**src/rtl/threshold_monitor.sv**
```systemverilog
// threshold_monitor: debounced, hysteretic alarm on a sample stream.
// A sample above thresh_hi starts a rising streak and one below thresh_lo
// starts a falling streak. DEBOUNCE consecutive qualifiers change the alarm.
// Running max/min of accepted samples are tracked alongside the alarm.
module threshold_monitor #(
  parameter int unsigned WIDTH    = 4,
  parameter int unsigned DEBOUNCE = 3
) (
  input  logic             clk,
  input  logic             rst,
  input  logic             clear,
  input  logic             sample_valid,
  input  logic [WIDTH-1:0] sample,
  input  logic [WIDTH-1:0] thresh_hi,
  input  logic [WIDTH-1:0] thresh_lo,
  output logic             alarm,
  output logic             alarm_rise,
  output logic             alarm_fall,
  output logic             cfg_err,
  output logic [WIDTH-1:0] max_val,
  output logic [WIDTH-1:0] min_val,
  output logic             have_sample
);

  typedef enum logic [1:0] {NORMAL, PEND_HI, ALARM, PEND_LO} state_t;

  localparam logic [3:0] DEB = 4'(DEBOUNCE);

  state_t           state_q, state_d;
  logic [3:0]       count_q, count_d;
  logic             alarm_q, alarm_d;
  logic             rise_q, rise_d;
  logic             fall_q, fall_d;
  logic             cfg_q, cfg_d;
  logic [WIDTH-1:0] max_q, max_d;
  logic [WIDTH-1:0] min_q, min_d;
  logic             have_q, have_d;

  logic accept, above, below;

  assign accept = sample_valid & ~clear;
  assign above  = sample > thresh_hi;
  assign below  = sample < thresh_lo;
  assign cfg_d  = thresh_lo > thresh_hi;

  // Next-state logic for the debounce FSM and the streak counter.
  always_comb begin
    state_d = state_q;
    count_d = count_q;
    if (cfg_d) begin
      state_d = NORMAL;
      count_d = '0;
    end else if (accept) begin
      unique case (state_q)
        NORMAL: begin
          if (above) begin
            if (DEB == 4'd1) begin
              state_d = ALARM;
              count_d = '0;
            end else begin
              state_d = PEND_HI;
              count_d = 4'd1;
            end
          end
        end
        PEND_HI: begin
          if (above) begin
            if (count_q + 4'd1 >= DEB) begin
              state_d = ALARM;
              count_d = '0;
            end else begin
              count_d = count_q + 4'd1;
            end
          end else begin
            state_d = NORMAL;
            count_d = '0;
          end
        end
        ALARM: begin
          if (below) begin
            if (DEB == 4'd1) begin
              state_d = NORMAL;
              count_d = '0;
            end else begin
              state_d = PEND_LO;
              count_d = 4'd1;
            end
          end
        end
        PEND_LO: begin
          if (below) begin
            if (count_q + 4'd1 >= DEB) begin
              state_d = NORMAL;
              count_d = '0;
            end else begin
              count_d = count_q + 4'd1;
            end
          end else begin
            state_d = ALARM;
            count_d = '0;
          end
        end
        default: begin
          state_d = NORMAL;
          count_d = '0;
        end
      endcase
    end
  end

  // Alarm level follows the next state; edges compare against the current level.
  always_comb begin
    alarm_d = (state_d == ALARM) || (state_d == PEND_LO);
    rise_d  = alarm_d & ~alarm_q;
    fall_d  = alarm_q & ~alarm_d;
  end

  // Running max/min; the first accepted sample loads both.
  always_comb begin
    max_d  = max_q;
    min_d  = min_q;
    have_d = have_q;
    if (accept) begin
      have_d = 1'b1;
      if (!have_q) begin
        max_d = sample;
        min_d = sample;
      end else begin
        if (sample > max_q) max_d = sample;
        if (sample < min_q) min_d = sample;
      end
    end
  end

  // State registers; clear behaves as a synchronous reset.
  always_ff @(posedge clk or posedge rst) begin
    if (rst) begin
      state_q <= NORMAL;
      count_q <= '0;
      alarm_q <= 1'b0;
      rise_q  <= 1'b0;
      fall_q  <= 1'b0;
      cfg_q   <= 1'b0;
      max_q   <= '0;
      min_q   <= '1;
      have_q  <= 1'b0;
    end else if (clear) begin
      state_q <= NORMAL;
      count_q <= '0;
      alarm_q <= 1'b0;
      rise_q  <= 1'b0;
      fall_q  <= 1'b0;
      cfg_q   <= 1'b0;
      max_q   <= '0;
      min_q   <= '1;
      have_q  <= 1'b0;
    end else begin
      state_q <= state_d;
      count_q <= count_d;
      alarm_q <= alarm_d;
      rise_q  <= rise_d;
      fall_q  <= fall_d;
      cfg_q   <= cfg_d;
      max_q   <= max_d;
      min_q   <= min_d;
      have_q  <= have_d;
    end
  end

  assign alarm       = alarm_q;
  assign alarm_rise  = rise_q;
  assign alarm_fall  = fall_q;
  assign cfg_err     = cfg_q;
  assign max_val     = max_q;
  assign min_val     = min_q;
  assign have_sample = have_q;

endmodule

```
**config.mk**
```make
export PLATFORM = sky130hd
export DESIGN_NAME = threshold_monitor
export DESIGN_NICKNAME = d
export VERILOG_FILES = /design/src/rtl/threshold_monitor.sv
export SDC_FILE = /design/constraint.sdc
export NUM_CORES = 1
export LEC_CHECK = 0
export CAP_MARGIN = 15
export CELL_PAD_IN_SITES_DETAIL_PLACEMENT = 0
export CELL_PAD_IN_SITES_GLOBAL_PLACEMENT = 1
export CORE_AREA = 5 5 53 90
export DETAILED_ROUTE_END_ITERATION = 16
export DIE_AREA = 0 0 58 95
export PLACE_DENSITY_LB_ADDON = 0.1
export SETUP_SLACK_MARGIN = 0.15
export SLEW_MARGIN = 0
export SYNTH_ARGS = -nofsm -noshare
export SYNTH_HDL_FRONTEND = slang
export SYNTH_SLANG_ARGS = --single-unit
```
**constraint.sdc**
```tcl
create_clock -name clk -period 2.1 [get_ports clk]
set_clock_uncertainty 0.05 [all_clocks]
set_input_delay 0.42 -clock clk [delete_from_list [all_inputs] [get_ports clk]]
set_output_delay 0.42 -clock clk [all_outputs]
set_load 0.005 [all_outputs]
```
==> summary.txt, run 1 <==
GRT
  – Largest net degree at the start of global routing: 20
  – Global-route wire length before repair: 6810 um
  – Total track usage: 0.161
  – Vias in the first global route: 1,510
  – GR Overflow Total: 0
  – Initial antenna violation count: 0

Drt
  – Routed vias/inst: 5.30
  – Final antenna-violating net count: 0
  – Routed WL: 4090 um
  – DRC: 0
  – Vias: 1,395
  – TritonRoute pass-1 iters: 4
  – Wire per inst: 15.5 um
  – 1st-iter DRT viols: 10

Synth
  – Syn Nets: 195
  – Post-synth EDFFs: 0
  – Post-synth cell types: 36
  – Sequential share of the synthesized area: 0.335
  – Adder-Cell Fraction of Synth Area: 0.175
  – Synth Area in XOR/XNOR: 0
  – Post-synth top area cell: dfrtp_1
  – Async SR Flop Fraction: 1.00
  – Synth warnings: 0
  – Post-synth top flop: dfrtp_1
  – Post-synthesis cell area: 1430 um2
  – Simple-gate share of the synthesized area: 0.146
  – Synth Instances: 159
  – Synth top area share: 0.262
  – Top cells by area, synth: dfrtp_1, ha_1, dfstp_2
  – Mux cell area share after synthesis: 0.0279
  – Syn Area/Cell: 9.01 um2
  – Main combinational cell family by area after synthesis: compound AO/OA/AOI/OAI gates
  – Synth Register Bits: 19
  – Top cells by count, synth: ha_1, inv_1, nand2_1
  – Compound-gate portion of the synthesized area: 0.258

Timing
  – # setup viols final: 0
  – Fin crit period: 1.86 ns
  – Slew at the pin with the worst max-slew slack: 0.314 ns
  – Final Cycle Share: 0.886
  – Hold Vio Cnt, Final: 0
  – Slew margin rel.: 0.790
  – Setup total negative slack: 0 ns
  – RSZ-0062 raised after global routing: true
  – Slew Viols, Final: 0
  – F_max: 0.537 GHz

Finish
  – Inserted Diodes: 0
  – P&R area growth vs syn: 50.9%
  – End-of-flow core utilization: 0.536
  – Layout cell share with drive strength beyond 1: 0.290
  – Nets: 251

Clock tree
  – Max Root-Sink Buffers: 2
  – Clock Root Buffer: clkbuf_8
  – Clock Latency Late Sink: 0.26 ns
  – Worst-path clk slew: 0.08 ns
  – Cts hold-fix bufs: 0
  – Clock Sinks: 19
  – Num CTS Buffers: 3
  – CTS tree: done
  – H-tree levels: 1

Floorplanning
  – I/O pin count: 29
  – Starting Density: 0.355
  – Core area: 4030 um2
  – Die height: 95 um
  – Die Span X: 58 um
  – Row Count: 31
  – Die area: 5510 um2

Place
  – Gpl congestion: 0.799
  – Buffers on Ports: 28
  – Final HPWL DP: 3290 um

Critical path
  – CP Class: primary input to flip-flop
  – R2R depth: 6
  – Critical path data required time: 2.23 ns
  – Crit path max fanout: 6
  – Crit. End Element: flip-flop
  – Worst Setup Start Kind: primary input
  – WP data arrival: 1.99 ns

Power and ir drop
  – NetSw: 311 uW
  – Pleak: 0.000986 uW
  – Internal power: 705 uW
  – Combinational Power Share: 0.337
  – Flop pwr share: 0.405
  – Peak VDD IR: 0.000290 V
  – Clk network pwr share: 0.258
  – P per Cell Area: 470 nW/um2
  – Switching part of the total: 0.306

Worst hold path
  – Hold Crit Depth: 1
  – Class of the worst hold path: flip-flop to flip-flop

Run
  – MaxCap Viol Count: 0

Run status
  – Status: finished clean
[worst max-delay path, stage by stage]
cell	delay (ns)
dlygate4sd2_1	0.28
buf_6	0.15
ha_1	0.30
nand4_1	0.09
o21ai_0	0.08
a21o_1	0.16
a21boi_1	0.14
buf_4	0.17
mux2i_1	0.20
[cells in the final DEF (no fill, tap or decap), types with 5 or more instances in the layout]
| cell | netlist | routed |
|---|---|---|
| a21oi_1 | 10 | 7 |
| buf_4 | 0 | 22 |
| clkdlybuf4s50_1 | 0 | 16 |
| dfrtp_1 | 15 | 15 |
| dlygate4sd2_1 | 0 | 7 |
| ha_1 | 20 | 15 |
| inv_1 | 20 | 16 |
| nand2_1 | 16 | 16 |
| nand2b_1 | 5 | 5 |
| nor2_1 | 12 | 12 |
[final cells by class]
class | instances | area [um2]
Sequential cell | 19 | 480
Timing Repair Buffer | 53 | 480
Inverter | 20 | 75.1
Fill cell | 400 | 1870
Clock inverter | 1 | 5.00
Clock buffer | 3 | 41.3
Multi-Input combinational cell | 118 | 1020
Tap cell | 49 | 61.3
[what timing repair did]
| item | in CTS | in global routing |
|---|---|---|
| setup buffers | 0 | 3 |
| endpoints found under the setup margin | 17 | 15 |
| gates resized for setup | 31 | 17 |
| gates cloned | 0 | 0 |
| pin swaps | 16 | 16 |
[flip-flops by register name, indices dropped and copies added (netlist names)]
name / cells
alarm_rise: 1
state_q: 2
alarm_fall: 1
alarm: 1
min_val: 4
max_val: 4
have_sample: 1
count_q: 4
cfg_err: 1
[final timing paths]
kind / slack, ns / end / start
max in group asynchronous: 1.29 / min_val[1]$_DFFE_PP1P_ / rst
worst max-delay path: 0.24 / max_val[0]$_DFFE_PP0P_ / sample[3]
worst min register to register: 0.42 / alarm_rise$_DFF_PP0_ / alarm$_DFF_PP0_
worst min-delay path: 0.42 / alarm_rise$_DFF_PP0_ / alarm$_DFF_PP0_
worst max register to register: 0.25 / alarm_fall$_DFF_PP0_ / count_q[0]$_DFFE_PP0P_
min in group asynchronous: 0.44 / cfg_err$_DFF_PP0_ / rst
[through the flow]
step	setup WS, ns	instance area [um2]	std cells	hold WS [ns]	total power (uW)
after floorplan	0.308	1430	159	0.318	563
after global placement	-0.316	1930	256	0.401	717
after detailed placement	-0.348	1930	256	0.418	725
after CTS	0.151	2070	260	0.437	1010
after global routing	0.142	2160	263	0.453	1090
final	0.238	2160	263	0.421	1020
[metal layers]
layer,up-vias,global-route usage,share of wire
met3,10,0.0246,0.020
met2,19,0.324,0.60
met1,678,0.151,0.35
met5,-,0,0
li1,688,-,-
met4,0,0.0754,0.030
[cells by family (layout without fill, tap and decap cells)]
logic type / Yosys count / in the layout
DFF: 19 / 19
adders and majority gates: 20 / 20
muxes: 4 / 4
and+or+nand+nor: 44 / 44
AOI/OAI and AO/OA: 50 / 50
buffers and inverters: 22 / 77
[power groups by stage]
stage                     combinational, uW  clock, uW  sequential (uW)
after CTS                               324        273              412
after detailed placement                307          0              419
after global routing                    380        299              415
final                                   343        262              411
after floorplan                         148          0              416
after global placement                  299          0              418
Power figures use the tool's default switching activity.
==> run 2: changes to the inputs <==
--- a/config.mk
+++ b/config.mk
@@ -8,9 +8,9 @@
 export CAP_MARGIN = 15
 export CELL_PAD_IN_SITES_DETAIL_PLACEMENT = 0
 export CELL_PAD_IN_SITES_GLOBAL_PLACEMENT = 1
-export CORE_AREA = 5 5 53 90
+export CORE_AREA = 10 10 58 95
 export DETAILED_ROUTE_END_ITERATION = 16
-export DIE_AREA = 0 0 58 95
+export DIE_AREA = 0 0 68 105
 export PLACE_DENSITY_LB_ADDON = 0.1
 export SETUP_SLACK_MARGIN = 0.15
 export SLEW_MARGIN = 0
==> run 2 against run 1 <==
Global-route usage down 3.9 points. Critical path depth is 2 lower. Count of clock-buffer cells in the layout unchanged. Sequential cell count unchanged. Register-to-register slack worse by 0.08 ns. Critical endpoint is now alarm$_DFF_PP0_. Largest cell class unchanged.
==> summary.txt, run 2 (synthesis gave the netlist of run 1 again) <==
Run status
  – Status: finished clean

Clock tree
  – Clock Latency Late Sink: 0.26 ns
  – Num CTS Buffers: 3
  – H-tree levels: 1
  – Cts hold-fix bufs: 0
  – Clock Sinks: 19
  – Clock Root Buffer: clkbuf_8
  – CTS tree: done
  – Worst-path clk slew: 0.08 ns
  – Max Root-Sink Buffers: 2

Critical path
  – Crit. Startpoint: count_q[0]$_DFFE_PP0P_
  – R2R depth: 7
  – Reg2reg start: count_q[0]$_DFFE_PP0P_
  – Crit. End Element: flip-flop
  – Worst Setup Start Kind: flip-flop
  – Stages on the worst setup path: 7
  – Slowest cell delay on critical path: 0.45 ns
  – Critical path data required time: 2.19 ns
  – WP data arrival: 2.02 ns
  – Buffers & Inverters on Critical Path: 1
  – CP Class: flip-flop to flip-flop
  – Top delay family on crit path: compound AO/OA/AOI/OAI gates
  – Crit path max fanout: 5
  – Slowest-stage cell, CP: dfrtp_2
  – CP cell instances: ha_2, and2_1, a21o_1, a21o_4, o31ai_4, buf_4, a21oi_1

Timing
  – Slew Viols, Final: 0
  – Slew at the pin with the worst max-slew slack: 0.293 ns
  – F_max: 0.519 GHz
  – Slew margin rel.: 0.804
  – Fin crit period: 1.93 ns
  – Hold Vio Cnt, Final: 0
  – Hold WS: 0.422 ns
  – # setup viols final: 0
  – RSZ-0062 raised after global routing: true
  – Final Cycle Share: 0.917

Finish
  – Nets: 251
  – Layout Cell Area excl Fill: 2130 um2
  – Most frequent cells in the layout: buf_4, inv_1, nand2_1, ha_1, clkdlybuf4s50_1
  – Area of the multi-input gates: 1010 um2
  – Inserted Diodes: 0
  – Register area: 483 um2
  – Layout cell share with drive strength beyond 1: 0.299
  – Fill cell count: 374
  – P&R area growth vs syn: 48.8%
  – Most common cell after layout, fill and taps aside: buf_4

GRT
  – GR Overflow Total: 0
  – Vias in the first global route: 1,487
  – Global-route wire length before repair: 6910 um
  – Total track usage: 0.122
  – Largest net degree at the start of global routing: 20
  – Initial antenna violation count: 0

Power and ir drop
  – P per Cell Area: 472 nW/um2
  – Pleak: 0.000965 uW
  – Peak VDD IR: 0.000345 V

Floorplanning
  – I/O pin count: 29
  – Die area: 7140 um2
  – Core area: 3900 um2
  – Starting Density: 0.367
  – Die Span X: 68 um
  – Row Count: 30
  – Die height: 105 um

Drt
  – Vias: 1,430
  – DRC: 0
  – Routed WL: 4460 um
  – Final antenna-violating net count: 0
  – 1st-iter DRT viols: 51
  – Routed vias/inst: 5.46
  – TritonRoute pass-1 iters: 5
  – Wire per inst: 17.0 um

Place
  – Area after DPL: 1920 um2
  – Buffers on Ports: 28
  – Final HPWL DP: 3550 um
  – Gpl congestion: 0.873

Worst hold path
  – Class of the worst hold path: primary input to async pin

Run
  – MaxCap Viol Count: 0
## run 2: cell count changes in the layout (fill, tap and decap cells not counted), moves of 2 or more
cell | before | now
buf_2 | 0 | 2
dlymetal6s2s_1 | 2 | 0
dfrtp_1 | 15 | 13
dfrtp_2 | 0 | 2
## run 2: final cells by class
| type | instances | area share |
|---|---|---|
| repair buffers | 53 | 0.215 |
| clock buffers | 3 | 0.0194 |
| flip-flops and latches | 19 | 0.227 |
| well taps | 48 | 0.0282 |
| clock inverters | 1 | 0.00235 |
| multi-input cells | 118 | 0.473 |
| inverters | 20 | 0.0352 |
## run 2: path summary, 6_finish.rpt
path | to | slack (ns)
max | alarm$_DFF_PP0_ | 0.17
min in group clk | alarm_rise$_DFF_PP0_ | 0.47
min | cfg_err$_DFF_PP0_ | 0.42
max reg2reg | alarm$_DFF_PP0_ | 0.17
min reg2reg | alarm_rise$_DFF_PP0_ | 0.47
max in group asynchronous | min_val[1]$_DFFE_PP1P_ | 1.31
## run 2: through the flow
step                      utilization  total power, uW  setup WS, ns  std cells  setup TNS (ns)
after detailed placement        0.492              727        -0.399        254           -4.91
after global placement          0.492              715        -0.416        254           -4.19
after CTS                       0.529             1000         0.155        261               0
after global routing            0.546             1070         0.109        262               0
final                           0.546             1010         0.175        262               0
after floorplan                     -              563         0.308        159               0
## run 2: where the power goes
part / switching, uW / leakage [uW] / internal [uW]
sequential: 20.3 / 0.000243 / 392
combinational: 161 / 0.000696 / 170
clock: 131 / 0.0000255 / 132
total: 312 / 0.000965 / 694
## run 2: metal layers
layer  GRT usage  vias to the layer above  part of all wire
met1       0.116                      693              0.34
met2       0.239                       45              0.60
li1            -                      686                 -
met5           0                        -                 0
met3      0.0203                        6             0.044
met4      0.0434                        0             0.015
## run 2: worst min-delay path: stages
cell	delay (ns)
clkdlybuf4s50_1	0.39
inv_1	0.05
buf_4	0.25
## run 2: repair_timing
action,CTS,global route
hold endpoints to repair,0,0
endpoints found under the setup margin,17,11
setup buffers,3,1
gates resized for setup,40,13
pin swaps,14,10
==> run 3: changes to the inputs <==
--- a/config.mk
+++ b/config.mk
@@ -9,9 +9,11 @@
 export CELL_PAD_IN_SITES_DETAIL_PLACEMENT = 0
 export CELL_PAD_IN_SITES_GLOBAL_PLACEMENT = 1
 export CORE_AREA = 10 10 58 95
+export CTS_CLUSTER_SIZE = 30
 export DETAILED_ROUTE_END_ITERATION = 16
 export DIE_AREA = 0 0 68 105
 export PLACE_DENSITY_LB_ADDON = 0.1
+export RECOVER_POWER = 25
 export SETUP_SLACK_MARGIN = 0.15
 export SLEW_MARGIN = 0
 export SYNTH_ARGS = -nofsm -noshare
==> run 3 against run 2 <==
Setup slack lost 0.0088 ns. Routed wire length shrank 0.18%. Sequential power is essentially flat. Count of clock-buffer cells in the layout is the same. Combinational power is essentially flat. Clock power is essentially flat. Sequential share of layout area is essentially flat. Critical path type unchanged. Largest cell class unchanged. Largest power group unchanged. Highest routed layer unchanged.
==> summary.txt, run 3 (synthesis gave the netlist of run 1 again) <==
Timing
  – RSZ-0062 raised after global routing: true
  – Hold Vio Cnt, Final: 0
  – Setup total negative slack: 0 ns
  – Slew at the pin with the worst max-slew slack: 1.08 ns
  – # setup viols final: 0
  – Slew Viols, Final: 0
  – Slew margin rel.: 0.281
  – Fin crit period: 1.93 ns
  – F_max: 0.517 GHz
  – Hold WS: 0.461 ns
  – Final Cycle Share: 0.921

Place
  – Final HPWL DP: 3550 um
  – Buffers on Ports: 28
  – Gpl congestion: 0.873
  – Area after DPL: 1920 um2

Power and ir drop
  – Final Power: 1010 uW
  – Clk network pwr share: 0.263
  – Combinational Power Share: 0.328
  – Switching part of the total: 0.312
  – Flop pwr share: 0.410
  – P per Cell Area: 473 nW/um2
  – Peak VDD IR: 0.000344 V
  – NetSw: 314 uW
  – Internal power: 693 uW
  – Pleak: 0.000961 uW

Finish
  – Most frequent cells in the layout: buf_4, inv_1, nand2_1, ha_1, clkdlybuf4s50_1
  – Area of the multi-input gates: 1010 um2
  – Most common cell after layout, fill and taps aside: buf_4
  – Register area: 483 um2
  – Layout cell share with drive strength beyond 1: 0.294
  – Layout Cell Area excl Fill: 2130 um2
  – Inserted Diodes: 0
  – Nets: 251
  – Fill cell count: 376
  – P&R area growth vs syn: 48.6%

Floorplanning
  – Starting Density: 0.367
  – I/O pin count: 29
  – Die height: 105 um
  – Core area: 3900 um2
  – Row Count: 30
  – Die Span X: 68 um
  – Die area: 7140 um2

Clock tree
  – Clock Root Buffer: clkbuf_8
  – Cts hold-fix bufs: 0
  – Worst-path clk slew: 0.08 ns
  – Num CTS Buffers: 3
  – Clock Latency Late Sink: 0.26 ns
  – H-tree levels: 1
  – Max Root-Sink Buffers: 2
  – Clock Sinks: 19
  – CTS tree: done

Drt
  – TritonRoute pass-1 iters: 4
  – Vias: 1,430
  – DRC: 0
  – Routed vias/inst: 5.46
  – Final antenna-violating net count: 0
  – Wire per inst: 17.0 um
  – 1st-iter DRT viols: 59
  – Routed WL: 4450 um

GRT
  – Vias in the first global route: 1,487
  – GR Overflow Total: 0
  – GRT Max-Usage Layer: met2
  – Largest net degree at the start of global routing: 20
  – Initial antenna violation count: 0
  – Total track usage: 0.122
  – Global-route wire length before repair: 6910 um
  – Met2 usage: 0.239
  – Met3 Usage GRT: 0.0203
  – Met1 Use GR: 0.116

Critical path
  – Buffers & Inverters on Critical Path: 1
  – Register-to-register setup slack: 0.17 ns
  – CP Class: flip-flop to flip-flop
  – Slowest cell delay on critical path: 0.45 ns
  – Slowest-stage cell, CP: dfrtp_2
  – Top delay family on crit path: compound AO/OA/AOI/OAI gates
  – Worst Setup Start Kind: flip-flop
  – Critical path data required time: 2.19 ns
  – WP data arrival: 2.02 ns
  – Crit. End Element: flip-flop
  – CP cell instances: ha_2, and2_1, a21o_1, a21o_4, o31ai_4, buf_4, a21oi_1
  – Crit path max fanout: 5

Run status
  – Status: finished clean

Worst hold path
  – Class of the worst hold path: flip-flop to flip-flop

Run
  – MaxCap Viol Count: 0
-- run 3: changes by cell type in the layout (fill, tap and decap cells not counted), sizes merged --
cell,delta
buf,-1
clkdlybuf4s50,-1
dlygate4sd3,+1
clkbuf,+1
-- run 3: power by group through the flow --
stage / Combinational [uW] / Clock [uW] / Sequential [uW]
after global routing: 363 / 287 / 416
after detailed placement: 308 / 0 / 419
after global placement: 298 / 0 / 417
after CTS: 322 / 267 / 412
final: 330 / 265 / 412
after floorplan: 148 / 0 / 416
-- run 3: metal layers --
metal | vias up | wire length (um)
met5 | - | 0
met4 | 0 | 94
met3 | 9 | 166
met2 | 35 | 2700
met1 | 700 | 1490
li1 | 686 | -
-- run 3: area by class of cell --
cell class | instances | share of cell area
Timing Repair Buffer | 53 | 0.214
Clock buffer | 3 | 0.0194
Clock inverter | 1 | 0.00235
Sequential cell | 19 | 0.227
Tap cell | 48 | 0.0282
Inverter | 20 | 0.0353
Multi-Input combinational cell | 118 | 0.474
-- run 3: repair_timing --
item / 4_1_cts / 5_1_grt
pin swaps: 14 / 10
setup endpoints to repair: 17 / 11
buffers inserted: 3 / 1
gates resized for setup: 40 / 13
-- run 3: path summary, 6_finish.rpt --
kind / startpoint / end / cells after the start
worst min register to register: alarm$_DFF_PP0_ / alarm_rise$_DFF_PP0_ / 1
worst max register to register: count_q[0]$_DFFE_PP0P_ / alarm$_DFF_PP0_ / 7
min in group asynchronous: rst / cfg_err$_DFF_PP0_ / 3
max in group asynchronous: rst / count_q[0]$_DFFE_PP0P_ / 3
worst min-delay path: alarm$_DFF_PP0_ / alarm_rise$_DFF_PP0_ / 1
worst max-delay path: count_q[0]$_DFFE_PP0P_ / alarm$_DFF_PP0_ / 7
-- run 3: metrics by stage --
stage                     setup WS [ns]   util  cells
final                             0.166  0.545    262
after floorplan                   0.308      -    159
after detailed placement         -0.399  0.492    254
after CTS                         0.155  0.529    261
after global routing              0.109  0.545    262
after global placement           -0.416  0.492    254
